--- src/rtl/hazard_detector.sv ---
// Pipeline hazard detector: load-use stalls, redirect flush sequencing and return-stack pop wait.
// Optional macro HAZARD_NO_FWD_EN: no forwarding network, so any in-flight EX/MEM write to a source stalls.
module hazard_detector #(
  parameter int unsigned FLUSH_CYCLES = 2,
  parameter int unsigned REG_AW       = 5
) (
  input  logic              clk,
  input  logic              rst,
  input  logic [REG_AW-1:0] id_rd_addr1,
  input  logic [REG_AW-1:0] id_rd_addr2,
  input  logic              id_rd_en1,
  input  logic              id_rd_en2,
  input  logic [REG_AW-1:0] ex_dest,
  input  logic              ex_mem_read,
  input  logic              ex_reg_write,
  input  logic [REG_AW-1:0] mem_dest,
  input  logic              mem_reg_write,
  input  logic              ex_redirect,
  input  logic              ex_ret,
  input  logic              ret_addr_valid,
  output logic              data_hazard,
  output logic              PC_hazard,
  output logic              pop_haz,
  output logic              stall_pc,
  output logic              stall_ifid,
  output logic              flush_ifid
);

  typedef enum logic [1:0] {
    IDLE  = 2'd0,
    FLUSH = 2'd1,
    POP   = 2'd2
  } state_t;

  // The redirect cycle itself is spent in IDLE, so FLUSH covers the remaining FLUSH_CYCLES-1 cycles.
  localparam bit         MULTI_FLUSH = (FLUSH_CYCLES > 1);
  localparam logic [3:0] FLUSH_LOAD  = MULTI_FLUSH ? 4'(FLUSH_CYCLES - 2) : 4'd0;

  state_t     state_q, state_d;
  logic [3:0] cnt_q, cnt_d;

  logic ex_match;
  logic lu;

  assign ex_match = (ex_dest != '0) &&
                    (((ex_dest == id_rd_addr1) && id_rd_en1) ||
                     ((ex_dest == id_rd_addr2) && id_rd_en2));

`ifdef HAZARD_NO_FWD_EN
  logic mem_match;

  assign mem_match = (mem_dest != '0) &&
                     (((mem_dest == id_rd_addr1) && id_rd_en1) ||
                      ((mem_dest == id_rd_addr2) && id_rd_en2));

  assign lu = (ex_reg_write && ex_match) || (mem_reg_write && mem_match);
`else
  // With forwarding only a load still in EX cannot be bypassed; the MEM stage is unused.
  logic unused_mem;

  assign unused_mem = &{1'b0, mem_dest, mem_reg_write};
  assign lu         = ex_mem_read && ex_reg_write && ex_match;
`endif

  always_ff @(posedge clk or negedge rst) begin
    if (!rst) begin
      state_q <= IDLE;
      cnt_q   <= 4'd0;
    end else begin
      state_q <= state_d;
      cnt_q   <= cnt_d;
    end
  end

  always_comb begin
    state_d     = state_q;
    cnt_d       = cnt_q;
    data_hazard = 1'b0;
    PC_hazard   = 1'b0;
    pop_haz     = 1'b0;

    unique case (state_q)
      IDLE: begin
        PC_hazard   = ex_redirect;
        pop_haz     = ex_ret && !ex_redirect;
        // A redirect squashes the dependent instruction, so it never needs a bubble.
        data_hazard = lu && !ex_redirect && !(ex_ret && !ex_redirect);
        if (ex_redirect) begin
          if (MULTI_FLUSH) begin
            state_d = FLUSH;
            cnt_d   = FLUSH_LOAD;
          end
        end else if (ex_ret && !ret_addr_valid) begin
          state_d = POP;
        end
      end

      FLUSH: begin
        PC_hazard = 1'b1;
        if (cnt_q == 4'd0) begin
          state_d = IDLE;
        end else begin
          cnt_d = cnt_q - 4'd1;
        end
      end

      POP: begin
        pop_haz = 1'b1;
        if (ret_addr_valid) begin
          state_d = IDLE;
        end
      end

      default: begin
        state_d = IDLE;
        cnt_d   = 4'd0;
      end
    endcase
  end

  assign stall_pc   = data_hazard || pop_haz;
  assign stall_ifid = data_hazard || pop_haz;
  assign flush_ifid = PC_hazard;

endmodule

--- config.mk ---
export PLATFORM = sky130hd
export DESIGN_NAME = hazard_detector
export DESIGN_NICKNAME = d
export VERILOG_FILES = /design/src/rtl/hazard_detector.sv
export SDC_FILE = /design/constraint.sdc
export NUM_CORES = 1
export LEC_CHECK = 0
export BUFFER_PORTS_ARGS = -buffer_cell sky130_fd_sc_hd__buf_2
export CAP_MARGIN = 20
export CORE_AREA = 2 2 39 41
export CTS_CLUSTER_SIZE = 25
export DETAILED_ROUTE_END_ITERATION = 6
export DIE_AREA = 0 0 41 43
export GPL_ROUTABILITY_DRIVEN = 0
export PLACE_DENSITY = 0.74
export SETUP_SLACK_MARGIN = 0.02
export SYNTH_ARGS = -nofsm -noshare
export SYNTH_HDL_FRONTEND = slang
export SYNTH_SLANG_ARGS = --single-unit
--- constraint.sdc ---
create_clock -name clk -period 2.1 [get_ports clk]
set_input_delay 0.42 -clock clk [delete_from_list [all_inputs] [get_ports clk]]
set_output_delay 0.42 -clock clk [all_outputs]
set_load 0.02 [all_outputs]
# Word level (Yosys, flattened, before mapping)
# Index checks and enable logic that the tools add are counted.
# totals
elab_cells,43
inputBits,30
output_inout_bits,6
regBits,6
# classes
n_addsub,1
n_reduce_logical,19
mux,11
n_bitwise,1
eq_ne,9
# ops
cell,n
$pmux 4 s3,1
$eq 5x5->1,2
$logic_and 1x1->1,9
$mux 2,4
$mux 4,2
$ne 2x2->1 const B,4
$pmux 2 s3,1
$reduce_and 3->1,2
$reduce_bool 5->1,1
$logic_not 4->1,1
$pmux 1 s2,2
$sub 4x1->4 const B,1
$logic_not 1->1,3
$ne 3x3->1 const B,1
$eq 2x1->1 const B,1
$eq 2x2->1 const B,1
$logic_not 2->1,1
$logic_or 1x1->1,2
$mux 1,1
$not 1->1,1

# Logic depth before layout (Yosys ltp)
# Gate-level depths: netlist of run 1.
# logic_depth
ltp_word,9
ltp_mapped,6
ltp_nobuf,6

# Worst setup path after synthesis of run 1
# No wires, ideal clock.
# synth_timing
kind,reg2out
startpoint,register state_q[0]
endpoint,output port stall_pc
n_path_buf,1
path_slack_ns,-0.040
path_stages_with_launch,6
required_ns,1.680
arrival_ns,1.720
cell_sequence,dfrtp_1 > nor2_4 > nand3_1 > or4_1 > o21ai_1 > buf_4
# synth_between
elab_chain_len,3
elab_cells_between_ends,5
cone_classes,1 x eq/ne; 2 x mux; 2 x reduce/logical
# synth_rtl
item,line_no,text
"start, declared",39,"state_t state_q, state_d;"
"start signal, assigned",70,state_q <= state_d;
$eq 2x2->1 or $logic_not 2->1 (tied branches),82,unique case (state_q)
$pmux 1 s2 or $mux 1 (tied branches),82,
$logic_or 1x1->1 (*),n/a,
"end, declared",24,"output logic stall_pc,"
# Every way passes the cells marked *; elsewhere a longest branch is shown, timed or not.

# Final worst setup path of run 1
# layout_timing
startpoint,register state_q[0]
endpoint,output port stall_pc
# layout_between
elab_chain_len,3
elab_cells_between_ends,5
cone_classes,1 x eq/ne; 2 x mux; 2 x reduce/logical
# layout_rtl
item,line_no,text
$eq 2x2->1 or $logic_not 2->1 (tied branches),82,
$pmux 1 s2 or $mux 1 (tied branches),82,
$logic_or 1x1->1 (*),121,assign stall_pc = data_hazard || pop_haz;
# Marked as above.

==> results of run 1 <==
==> flip-flops by register name (all words and copies together), names as in the netlist <==
name     count
state_q      2
cnt_q        4
==> power breakdown <==
part | total (mW) | switching [mW] | internal (mW)
Sequential | 0.216 | 0.0490 | 0.166
Clock | 0.101 | 0.0364 | 0.0643
Combinational | 0.393 | 0.199 | 0.194
Total | 0.709 | 0.284 | 0.425
==> worst paths after layout <==
path / startpoint / endpoint / slack [ns] / depth (start not counted)
hold / removal: ret_addr_valid / state_q[1]$_DFFE_PN0P_ / 0.33 / 2
min in group asynchronous: rst / state_q[0]$_DFFE_PN0P_ / 0.53 / 2
hold reg to reg: state_q[1]$_DFFE_PN0P_ / state_q[0]$_DFFE_PN0P_ / 0.50 / 1
max in group asynchronous: rst / cnt_q[3]$_DFFE_PN0P_ / 1.42 / 2
setup reg to reg: cnt_q[0]$_DFFE_PN0P_ / cnt_q[3]$_DFFE_PN0P_ / 0.60 / 6
setup / recovery: state_q[0]$_DFFE_PN0P_ / stall_pc / 0.04 / 5
==> per-layer routing <==
layer / part of all wire / track usage / wire [microns] / up-vias
met3: 0.067 / 0.0314 / 75 / 4
met5: 0 / 0 / 0 / -
met2: 0.54 / 0.269 / 603 / 22
li1: - / - / - / 259
met4: 0.026 / 0.100 / 29 / 0
met1: 0.36 / 0.156 / 407 / 227
==> cells in the mapped netlist, types with 2 or more instances <==
cell type  count
buf_4          2
dfrtp_1        6
inv_1          4
nand2_1        5
nor2_1         4
nor4_1         3
o21ai_0        4
or4_1          2
xnor2_1        4
xor2_1         8
==> cell type report <==
cell class              count  area, sq um
repair buffers             32          185
clock buffers               3         22.5
inverters                   4         15.0
multi-input cells          44          328
fillers                   135          663
well taps                  16         20.0
flip-flops and latches      6          150
==> per-stage QoR <==
stage / power [mW] / setup WS [ns] / hold WS, ns / cell area, sq um
2_1_floorplan: 0.485 / 0.0673 / 0.124 / 492
3_3_place_gp: 0.571 / 0.120 / 0.249 / 649
3_5_place_dp: 0.588 / 0.107 / 0.254 / 649
4_1_cts: 0.709 / 0.0245 / 0.322 / 706
5_1_grt: 0.774 / -0.0292 / 0.332 / 721
6_report: 0.709 / 0.0374 / 0.329 / 721
==> logic make-up after synthesis <==
family                   count (synthesis)
flip-flops                               6
XOR/XNOR                                12
adder cells (fa/ha/maj)                  1
multiplexers                             1
AND/OR/NAND/NOR                         20
buffers and inverters                    6
AO/OA/AOI/OAI                           10
==> what timing repair did <==
action / 4_1_cts / 5_1_grt
gates resized for setup: 6 / 2
hold buffers: 1 / 0
setup buffers: 0 / 1
endpoints found under the setup margin: 3 / 3
hold endpoints to repair: 3 / 0
pin swaps: 2 / 0
==> critical path, cell delays in order (launching register included) <==
cell and delay, ns:
dfrtp_1 0.40, nor2_4 0.11, nand3_2 0.07, or4_4 0.51
o21ai_4 0.18, buf_6 0.14
==> flow_metrics.env, run 1 <==
export IMPL_status="complete, no violations"
export IMPL_syn_instance_count=56
export IMPL_ctsHtreeMaxLevel=1
export IMPL_postSynthAreaPerCell_sq_um=8.71
export IMPL_powerDensity_nw_per_um2=984
export IMPL_critical_path_arrival_ns=1.64
export IMPL_finalCriticalPeriod_ns=2.06
export IMPL_required_ns=1.68
export IMPL_end_kind="output port"
export IMPL_wire_per_inst_microns=10.6
export IMPL_cts_tree="done"
export IMPL_numCtsBuffers=3
export IMPL_finalHoldViolations=0
export IMPL_cp_max_fo=2
export IMPL_synth_adder_area_share=0.0256
export IMPL_wirelength_microns=1120
export IMPL_rows=14
export IMPL_clockBufferDepth=2
export IMPL_synth_cell_types=24
export IMPL_synth_compound_area_frac=0.133
export IMPL_yosys_area_share_simple=0.236
export IMPL_dp_hpwl_microns=892
export IMPL_skew_ns=0.00314
export IMPL_grt_max_degree=7
export IMPL_fmax_mhz=485
export IMPL_critical_path_startpoint_type="register"
export IMPL_slew_headroom=0.768
export IMPL_start_util=0.353
export IMPL_antenna_found_initial=0
export IMPL_synth_top_family_by_area="simple AND/OR/NAND/NOR gates"
export IMPL_period_share=0.982
export IMPL_grt_util_all_layers=0.156
export IMPL_synth_xor_area_frac=0.215
export IMPL_layout_common_cells="26 x buf_2, 8 x xor2_1, 6 x dfrtp_1"
export IMPL_synth_nets=87
export IMPL_clk_pin_slew_ns=0.04
export IMPL_tightest_slew_ns=0.348
export IMPL_yosysWarnings=0
export IMPL_drcViolationCount=0
export IMPL_cts_sinks=6
export IMPL_core_sq_um=1380
export IMPL_final_nets=122
export IMPL_drive_above_1_share=0.449
export IMPL_power_leakage_nw=0.347
export IMPL_dieArea_sq_um=1760
export IMPL_cts_root_buf="clkbuf_4"
export IMPL_firstDrtPassIters=4
export IMPL_grt_pass1_wl_microns=1810
export IMPL_synthTopCellsByArea="dfrtp_1 31%, xor2_1 14%, xnor2_1 7.2%"
export IMPL_drt_antenna_violating_nets=0
export IMPL_synth_top_area_share=0.308
export IMPL_synth_area_sq_um=488
export IMPL_ys_seq_area_frac=0.308
export IMPL_vias=512
export IMPL_io_buffers=29
export IMPL_post_place_cells=100
export IMPL_fp_dieW_microns=41
export IMPL_slew_viol_final=0
export IMPL_vdd_drop_max_mv=0.313
export IMPL_final_common_cell="buf_2"
export IMPL_yosys_area_top_type="dfrtp_1"
export IMPL_die_h_microns=43
export IMPL_grt_remaining_overflow=0
export IMPL_ys_flop_type="dfrtp_1"
export IMPL_setup_violations=0
export IMPL_synthArstFlopShare=1.00
export IMPL_fin_util=0.521
export IMPL_diodes=0
export IMPL_path_class="reg -> out"
export IMPL_tns_ns=0
export IMPL_via_per_inst=4.88
export IMPL_grt_pass1_vias=471
export IMPL_ios=36
export IMPL_hold_class="in -> reg"
export IMPL_rsz0062_at_grt="true"
export IMPL_worstSkewPairLatency_ns=0.24
export IMPL_area_growth_syn_to_layout_pct=47.7
export IMPL_drt_initial_drc_count=7
export IMPL_synth_seq_cells=6
export IMPL_cap_viol_max_count=0
export IMPL_synth_edff_count=0
export IMPL_synth_mux_area_frac=0.0205
export IMPL_stdcell_count=105
No activity file was read; power rests on OpenSTA's default activity.
==> inputs of run 2 (changes only) <==
--- a/config.mk
+++ b/config.mk
@@ -7,12 +7,12 @@
 export LEC_CHECK = 0
 export BUFFER_PORTS_ARGS = -buffer_cell sky130_fd_sc_hd__buf_2
 export CAP_MARGIN = 20
-export CORE_AREA = 2 2 39 41
+export CORE_MARGIN = 2
+export CORE_UTILIZATION = 34
 export CTS_CLUSTER_SIZE = 25
 export DETAILED_ROUTE_END_ITERATION = 6
-export DIE_AREA = 0 0 41 43
 export GPL_ROUTABILITY_DRIVEN = 0
-export PLACE_DENSITY = 0.74
+export PLACE_DENSITY = 0.72
 export SETUP_SLACK_MARGIN = 0.02
 export SYNTH_ARGS = -nofsm -noshare
 export SYNTH_HDL_FRONTEND = slang
==> constraint.sdc (replaced) <==
create_clock -name clk -period 1.8 [get_ports clk]
set_input_delay 0.36 -clock clk [delete_from_list [all_inputs] [get_ports clk]]
set_output_delay 0.36 -clock clk [all_outputs]
set_load 0.02 [all_outputs]
==> run 2 against run 1 <==
Effect of this change:
- the flow now finishes with violations (negative setup slack)
- combinational power is 17% higher
- die area is 0.49% lower
- non-clock buffer count is 2 higher
- worst setup slack worse by 0.24 ns
- largest power group unchanged
==> flow_metrics.env, run 2 (synthesis results as in run 1) <==
export IMPL_status="finished, violations left"
export IMPL_violations="negative setup slack"
export IMPL_rows=13
export IMPL_top_register="cnt_q"
export IMPL_wirelength_microns=1200
export IMPL_cts_root_buf="clkbuf_4"
export IMPL_grt_max_degree=7
export IMPL_final_area_sq_um=734
export IMPL_stdcell_count=106
export IMPL_finalCriticalPeriod_ns=2.00
export IMPL_critical_path_arrival_ns=1.64
export IMPL_diodes=0
export IMPL_place_area_sq_um=682
export IMPL_critical_path_startpoint_type="register"
export IMPL_cap_viol_max_count=0
export IMPL_clockBufferDepth=2
export IMPL_drive_above_1_share=0.462
export IMPL_cts_setup_buffers=0
export IMPL_vias=502
export IMPL_area_growth_syn_to_layout_pct=50.5
export IMPL_largest_reg_flops=4
export IMPL_skew_ns=0.000399
export IMPL_cp_max_fo=2
export IMPL_drcViolationCount=0
export IMPL_via_per_inst=4.74
export IMPL_slew_viol_final=0
export IMPL_required_ns=1.44
export IMPL_slew_headroom=0.761
export IMPL_ctsHtreeMaxLevel=1
export IMPL_start_util=0.370
export IMPL_rsz0062_at_grt="true"
export IMPL_post_place_cells=102
export IMPL_core_sq_um=1320
export IMPL_seq_area_sq_um=150
export IMPL_layout_common_cells="26 x buf_2, 8 x xor2_1, 6 x dfrtp_1"
export IMPL_setup_ws_ns=-0.198
export IMPL_dieArea_sq_um=1750
export IMPL_power_leakage_nw=0.356
export IMPL_clk_pin_slew_ns=0.04
export IMPL_cts_sinks=6
export IMPL_fmax_mhz=501
export IMPL_die_h_microns=41.9
export IMPL_vdd_drop_max_mv=0.683
export IMPL_grt_pass1_wl_microns=1940
export IMPL_tightest_slew_ns=0.355
export IMPL_fp_dieW_microns=41.9
export IMPL_cts_tree="done"
export IMPL_period_share=1.11
export IMPL_firstDrtPassIters=4
export IMPL_grt_remaining_overflow=0
export IMPL_final_nets=124
export IMPL_path_class="reg -> out"
export IMPL_wire_per_inst_microns=11.3
export IMPL_end_kind="output port"
export IMPL_antenna_found_initial=0
export IMPL_drt_initial_drc_count=3
export IMPL_ios=36
export IMPL_fin_util=0.557
export IMPL_fin_hold_ws_ns=0.270
export IMPL_finalHoldViolations=0
export IMPL_grt_util_all_layers=0.140
export IMPL_io_buffers=29
export IMPL_grt_pass1_vias=480
export IMPL_fillers=128
export IMPL_setup_violations=3
export IMPL_powerDensity_nw_per_um2=1130
export IMPL_hold_class="in -> reg"
export IMPL_final_common_cell="buf_2"
export IMPL_top_regs="cnt_q (4), state_q (2)"
export IMPL_numCtsBuffers=3
export IMPL_dp_hpwl_microns=1050
export IMPL_drt_antenna_violating_nets=0
export IMPL_worstSkewPairLatency_ns=0.23
export IMPL_multi_input_area_sq_um=328
run 2: cell count changes in the layout (fill, tap and decap cells not counted):
cell   delta
buf_4     +2
run 2: final timing paths:
check | startpoint | to | slack, ns | cells past startpoint
max | state_q[0]$_DFFE_PN0P_ | stall_ifid | -0.20 | 5
min | ret_addr_valid | state_q[1]$_DFFE_PN0P_ | 0.27 | 2
max reg2reg | cnt_q[0]$_DFFE_PN0P_ | cnt_q[1]$_DFFE_PN0P_ | 0.27 | 5
min reg2reg | state_q[1]$_DFFE_PN0P_ | state_q[0]$_DFFE_PN0P_ | 0.51 | 1
max in group asynchronous | rst | cnt_q[0]$_DFFE_PN0P_ | 1.19 | 2
min in group asynchronous | rst | cnt_q[1]$_DFFE_PN0P_ | 0.48 | 2
run 2: worst max-delay path, cell delays in order (launching register included):
cell and delay [ns]:
dfrtp_1 0.40, nor2_4 0.10, nand3_2 0.08, or4_4 0.51
o21ai_4 0.17, buf_6 0.14
run 2: final cells by class:
cell class	count	share of cell area
clock buffer	3	0.0307
tap	15	0.0256
inverter	4	0.0204
sequential	6	0.204
timing repair buffer	34	0.273
multi-input combinational	44	0.446
run 2: routing by layer:
| metal | global-route usage | share of wire | vias up | wire length (microns) |
|---|---|---|---|---|
| li1 | - | - | 265 | - |
| met1 | 0.176 | 0.43 | 229 | 515 |
| met2 | 0.234 | 0.54 | 8 | 644 |
| met3 | 0.0130 | 0.031 | 0 | 37 |
| met4 | 0.0774 | 0 | 0 | 0 |
| met5 | 0 | 0 | - | 0 |
run 2: report_power, final:
part           total [mW]  internal [mW]  switching (mW)
Clock               0.115         0.0749          0.0403
Combinational       0.459          0.229           0.230
Sequential          0.254          0.194          0.0595
run 2: through the flow:
step                setup WS (ns)  TNS (ns)  power, mW
floorplan                 -0.0339   -0.0339      0.572
global route               -0.262    -0.749      0.903
detailed placement         -0.148    -0.364      0.699
finish                     -0.198    -0.541      0.828
global placement          -0.0926    -0.218      0.686
CTS                        -0.209    -0.574      0.833
run 2: timing repair:
| item | 4_1_cts | 5_1_grt |
|---|---|---|
| hold buffers | 1 | 0 |
| gates resized for setup | 4 | 2 |
| pin swaps | 1 | 0 |
| endpoints found under the hold margin | 6 | 0 |
| cloned | 0 | 0 |
| setup endpoints to repair | 3 | 3 |
